**src/rtl/ibex_scramble_resp_pkg.sv**
```systemverilog
// rtl/ibex_scramble_resp_pkg.sv - shared widths, FSM states and LFSR step for the scramble-key responder
package ibex_scramble_resp_pkg;

  localparam int KEY_W   = 128;
  localparam int NONCE_W = 64;

  // Galois feedback mask for taps 64,63,61,60 on a right-shifting register
  localparam logic [63:0] LFSR_TAPS = 64'hD800_0000_0000_0000;

  typedef enum logic [1:0] {
    ST_IDLE      = 2'd0,
    ST_GEN       = 2'd1,
    ST_RESP      = 2'd2,
    ST_WAIT_DROP = 2'd3
  } scramble_state_e;

  function automatic logic [63:0] lfsr_next(input logic [63:0] s);
    lfsr_next = {1'b0, s[63:1]} ^ (s[0] ? LFSR_TAPS : 64'h0);
  endfunction

endpackage

```
**src/rtl/ibex_scramble_lfsr64.sv**
```systemverilog
// rtl/ibex_scramble_lfsr64.sv - 64-bit Galois LFSR key source, built only with SCRAMBLE_RESP_LFSR_EN
`ifdef SCRAMBLE_RESP_LFSR_EN
module ibex_scramble_lfsr64
  import ibex_scramble_resp_pkg::*;
(
  input  logic        clk_i,
  input  logic        rst_i,
  input  logic [63:0] seed_i,
  input  logic        en_i,
  output logic [63:0] state_o
);

  logic [63:0] lfsr_d;
  logic [63:0] lfsr_q;

  always_comb begin
    lfsr_d = lfsr_q;
    if (en_i) begin
      lfsr_d = lfsr_next(lfsr_q);
    end
  end

  always_ff @(posedge clk_i) begin
    if (rst_i) begin
      lfsr_q <= seed_i;
    end else begin
      lfsr_q <= lfsr_d;
    end
  end

  assign state_o = lfsr_q;

endmodule
`endif

```
**src/rtl/ibex_scramble_key_responder.sv**
```systemverilog
// rtl/ibex_scramble_key_responder.sv - answers scramble_req with a key/nonce pulse; SCRAMBLE_RESP_LFSR_EN selects LFSR-derived keys
module ibex_scramble_key_responder
  import ibex_scramble_resp_pkg::*;
#(
  parameter int unsigned LATENCY  = 4,
  parameter logic [63:0] KEY_SEED = 64'h0123_4567_89AB_CDEF
) (
  input  logic               clk_i,
  input  logic               rst_i,
  input  logic               scramble_req_i,
  output logic               scramble_key_valid_o,
  output logic [KEY_W-1:0]   scramble_key_o,
  output logic [NONCE_W-1:0] scramble_nonce_o,
  output logic               busy_o,
  output logic [7:0]         req_count_o,
  output logic               proto_err_o
);

  localparam logic [1:0] S_IDLE      = ST_IDLE;
  localparam logic [1:0] S_GEN       = ST_GEN;
  localparam logic [1:0] S_RESP      = ST_RESP;
  localparam logic [1:0] S_WAIT_DROP = ST_WAIT_DROP;
  localparam logic [3:0] CNT_INIT    = 4'(LATENCY - 1);

  logic [1:0]         state_d, state_q;
  logic [3:0]         cnt_d, cnt_q;
  logic [KEY_W-1:0]   key_d, key_q;
  logic [NONCE_W-1:0] nonce_d, nonce_q;
  logic [7:0]         req_count_d, req_count_q;
  logic               proto_err_d, proto_err_q;
  logic               gen_step;

`ifdef SCRAMBLE_RESP_LFSR_EN
  // A zero seed would lock the LFSR at zero forever
  localparam logic [63:0] SEED_EFF = (KEY_SEED == 64'h0) ? 64'h1 : KEY_SEED;
  logic [63:0] lfsr_q;

  ibex_scramble_lfsr64 u_lfsr (
    .clk_i   (clk_i),
    .rst_i   (rst_i),
    .seed_i  (SEED_EFF),
    .en_i    (gen_step),
    .state_o (lfsr_q)
  );
`endif

  always_comb begin
    state_d     = state_q;
    cnt_d       = cnt_q;
    req_count_d = req_count_q;
    proto_err_d = proto_err_q;
    gen_step    = 1'b0;
    case (state_q)
      S_IDLE: begin
        if (scramble_req_i) begin
          state_d = S_GEN;
          cnt_d   = CNT_INIT;
        end
      end
      S_GEN: begin
        if (!scramble_req_i) begin
          state_d     = S_IDLE;
          proto_err_d = 1'b1;
        end else begin
          gen_step = 1'b1;
          if (cnt_q == 4'd0) begin
            state_d = S_RESP;
          end else begin
            cnt_d = cnt_q - 4'd1;
          end
        end
      end
      S_RESP: begin
        req_count_d = req_count_q + 8'd1;
        state_d     = scramble_req_i ? S_WAIT_DROP : S_IDLE;
      end
      S_WAIT_DROP: begin
        if (!scramble_req_i) begin
          state_d = S_IDLE;
        end
      end
      default: state_d = S_IDLE;
    endcase
  end

  always_comb begin
    key_d   = key_q;
    nonce_d = nonce_q;
`ifdef SCRAMBLE_RESP_LFSR_EN
    if (gen_step) begin
      key_d   = {key_q[63:0], lfsr_q};
      nonce_d = lfsr_q ^ key_q[127:64];
    end
`else
    // Fixed pattern loaded on the last GEN cycle; req_count_q is still the pre-delivery count
    if (gen_step && cnt_q == 4'd0) begin
      key_d   = {KEY_SEED, ~KEY_SEED};
      nonce_d = KEY_SEED ^ {56'b0, req_count_q};
    end
`endif
  end

  always_ff @(posedge clk_i) begin
    if (rst_i) begin
      state_q     <= S_IDLE;
      cnt_q       <= 4'd0;
      key_q       <= '0;
      nonce_q     <= '0;
      req_count_q <= 8'd0;
      proto_err_q <= 1'b0;
    end else begin
      state_q     <= state_d;
      cnt_q       <= cnt_d;
      key_q       <= key_d;
      nonce_q     <= nonce_d;
      req_count_q <= req_count_d;
      proto_err_q <= proto_err_d;
    end
  end

  assign scramble_key_valid_o = (state_q == S_RESP);
  assign scramble_key_o       = scramble_key_valid_o ? key_q : '0;
  assign scramble_nonce_o     = scramble_key_valid_o ? nonce_q : '0;
  assign busy_o               = (state_q == S_GEN) || (state_q == S_RESP);
  assign req_count_o          = req_count_q;
  assign proto_err_o          = proto_err_q;

endmodule

```
**config.mk**
```make
export PLATFORM = sky130hd
export DESIGN_NAME = ibex_scramble_key_responder
export DESIGN_NICKNAME = d
export VERILOG_FILES = /design/src/rtl/ibex_scramble_resp_pkg.sv /design/src/rtl/ibex_scramble_lfsr64.sv /design/src/rtl/ibex_scramble_key_responder.sv
export SDC_FILE = /design/constraint.sdc
export NUM_CORES = 1
export LEC_CHECK = 0
export ABC_AREA = 0
export CORE_UTILIZATION = 30
export CTS_BUF_LIST = sky130_fd_sc_hd__clkbuf_4
export CTS_CLUSTER_SIZE = 25
export DETAILED_ROUTE_END_ITERATION = 8
export PLACE_DENSITY = 0.74
export SKIP_LAST_GASP = 1
export SYNTH_ARGS = -nofsm -noshare
export SYNTH_HDL_FRONTEND = slang
export SYNTH_SLANG_ARGS = --single-unit
export TNS_END_PERCENT = 100
```
**constraint.sdc**
```tcl
create_clock -name clk_i -period 6.4 [get_ports clk_i]
set_clock_uncertainty 0.2 [all_clocks]
set_input_delay 1.28 -clock clk_i [delete_from_list [all_inputs] [get_ports clk_i]]
set_output_delay 1.28 -clock clk_i [all_outputs]
set_load 0.005 [all_outputs]
```
==> reports/qor.yml <==
class_of_the_most_critical_hold_timing_path: "flop to flop"
grt_max_degree: 90
cts_max_level: 1
fraction_of_final_layout_cells_with_drive_strength_greater_than_1_pct: 2.69
synth_area_per_cell_sq_um: 8.14
cellLeakagePower_nw: 1.14
detail_route.iter0.violations: 22
clock_transition_time_at_the_flip_flop_clock_pins_of_the_worst_setup_and_hold_paths_ns: 0.15
area_growth_syn_to_layout_pct: 8.65
postCtsHoldBufs: 0
worstPathRequired_ns: 4.92
placement.io_buffers: 110
tritoncts: "done"
largest_driver_fanout_on_the_critical_path: 89
max_freq_mhz: 212
number_of_maximum_capacitance_constraint_violations: 0
synth.cell_area_sq_um: 2590
detail_route.drc_violations: 0
die-width_microns: 94.9
die_area_sq_um: 9010
via_count_of_the_first_global_routing_pass: 1193
maxSlewHeadroom_pct: 16.6
synth_top_cell_area_share_pct: 53.0
post-synth-top-area-cell: "buf_4"
setup_viol_count_final: 0
starting_density_of_the_core_pct: 31.2
synthesis.instances: 318
critical_path_arrival_ns: 3.24
finalPower_uw: 365
tightestPinTransition_ns: 1.25
timing.final.max_slew_violations: 0
crit-reg2reg-capture: "nonce_q[2]"
critical_path.cell_chain: "inv_1, ha_1, and2_2, clkdlybuf4s50_1"
design_area_sq_um: 2810
post_synth_most_frequent_cells: "183 x buf_4, 24 x dfxtp_1, 15 x a21oi_1"
core-area_sq_um: 8300
timing.critical_path.depth: 4
global_route.usage.total_pct: 7.54
dpl.hpwl_mm: 3.06
die_y_microns: 94.9
fillCellCount: 865
antenna_found_initial: 0
clk_latency_ns: 0.32
cts.repair.resized: 0
synthesis.yosys.warnings: 0
setup_tns_ns: 0
cts-buffers-inserted: 3
finalWeightedCongestion: 0.727
place_area_sq_um: 2760
vdd_ir_drop_max_mv: 0.107
period_needed_ns: 4.72
vias: 1630
outcome: "complete, no violations"
post_cts_buffers: 0
synth_enable_flop_cells: 0
async_flop_share_pct: 0
globalRoute.totalOverflow: 0
clock_tree_buf_depth: 2
path_buf_inv: 2
crit_path_largest_cell_delay_ns: 1.09
row_count: 33
worst-setup-path-type: "flop to primary output"
synth_sequential_area_ratio_pct: 18.6
timing.critical_path.from_type: "flop"
critical_path.slowest_cell: "and2_2"
via_per_instance_ratio: 3.71
worstRegToRegCells: 5
holdWs_ns: 0.290
cellPowerDensity_nw_per_um2: 130
timing.critical_path.from: "state_q[0]"
post-synth-top-count-cell: "buf_4"
post-route-period-util_pct: 73.7
root_buffer: "clkbuf_4"
numClockSinks: 24
floorplan.io_pins: 206
initial_drt_pass_iterations: 5
total_area_of_multi_input_combinational_cells_sq_um: 1030
ys.flop_type: "dfxtp_1"
cp-endpoint: "scramble_nonce_o[11]"
synth_seq_cells: 24
hold_viol: 0
worst-r2r-setup-slack_ns: 4.27
netlist_top_cells_area: "buf_4 53%, dfxtp_1 19%, ha_1 3.4%, a21oi_1 2.9%, and2_1 2.2%"
wire_length_of_the_first_global_routing_pass_mm: 5.66
cpLargestDelayFamily: "simple AND/OR/NAND/NOR gates"
nNetsFinal: 345
drt_wl_total_mm: 4.11
netlist-cell-type-count: 38
storage_cell_area_sq_um: 480
crit-reg2reg-launch: "state_q[1]"
worstSetupEndpointType: "primary output"
antenna_violating_nets_post_route: 0
insertedDiodeCount: 0
route.detailed.wl_per_inst_microns: 9.36
rsz0062_at_grt: "no"
==> routing by layer <==
metal  global-route usage, %  wire (microns)
met2                    14.4            2130
met5                       0               0
met1                    9.08            1660
met3                   0.725             321
met4                    1.39               0
==> per-stage QoR <==
stage                     std cells  setup WS (ns)  util (%)
after floorplan                 412           1.87         -
after global placement          435           2.16      33.3
after detailed placement        435           1.99      33.3
after CTS                       439           1.60      33.9
after global routing            439           1.33      33.9
final                           439           1.68      33.9
==> cells by family after synthesis <==
group                      share of synthesized area (%)
xor gates and xnor gates                            1.35
AOI/OAI and AO/OA                                   9.28
buffers and inverters                               55.4
adders and majority gates                           3.38
other                                              0.145
and+or+nand+nor                                     10.3
DFF                                                 18.6
muxes                                               1.59
==> worst reg2reg max path: stages, from the launching register on <==
cell       delay, ns
dfxtp_1         0.40
inv_1           0.13
ha_1            0.43
nand4bb_1       0.27
nor2_1          0.41
a211oi_1        0.14
==> area by class of cell <==
class                           instances  area share [%]
Clock buffer                            3           0.800
Clock inverter                          1            1.07
Inverter                                5           0.667
Multi-Input combinational cell        191            36.6
Sequential cell                        24            17.1
Tap cell                              105            4.67
Timing Repair Buffer                  110            39.1
==> flip-flops by register name (all words and copies together), names as in the netlist <==
| name | cells |
|---|---|
| cnt_q | 4 |
| nonce_q | 9 |
| proto_err_o | 1 |
| req_count_o | 8 |
| state_q | 2 |
==> where the power goes <==
part	internal, mW	switching, mW
combinational	0.0338	0.0536
clock	0.0633	0.0484
sequential	0.159	0.00696
==> worst min path at each step <==
stage / from / endpoint / slack (ns) / cells after the start
after floorplan: nonce_q[53] / nonce_q[53] / 0.23 / 2
final: nonce_q[53] / nonce_q[53] / 0.29 / 2
after global placement: nonce_q[53] / nonce_q[53] / 0.24 / 2
after detailed placement: proto_err_o / proto_err_o / 0.26 / 2
after CTS: nonce_q[4] / nonce_q[4] / 0.29 / 2
after global routing: nonce_q[53] / nonce_q[53] / 0.33 / 2
==> layout by cell type, fill, tap and decap left out, drive strengths merged, types with 2 or more instances in the layout <==
cell type      synthesis  final
conb                   1     95
or3                    5      5
clkbuf                 7      3
nand2b                 2      2
and2                   9      9
nand4                  6      6
a221oi                 3      3
dfxtp                 24     24
xor2                   3      3
a21oi                 15     15
nand3                  4      4
clkdlybuf4s50          0    110
mux2i                  3      3
nor2                   9      9
inv                    5      5
ha                     7      7
a211oi                 6      6
o21ai                  8      8
Power figures use the tool's default switching activity.
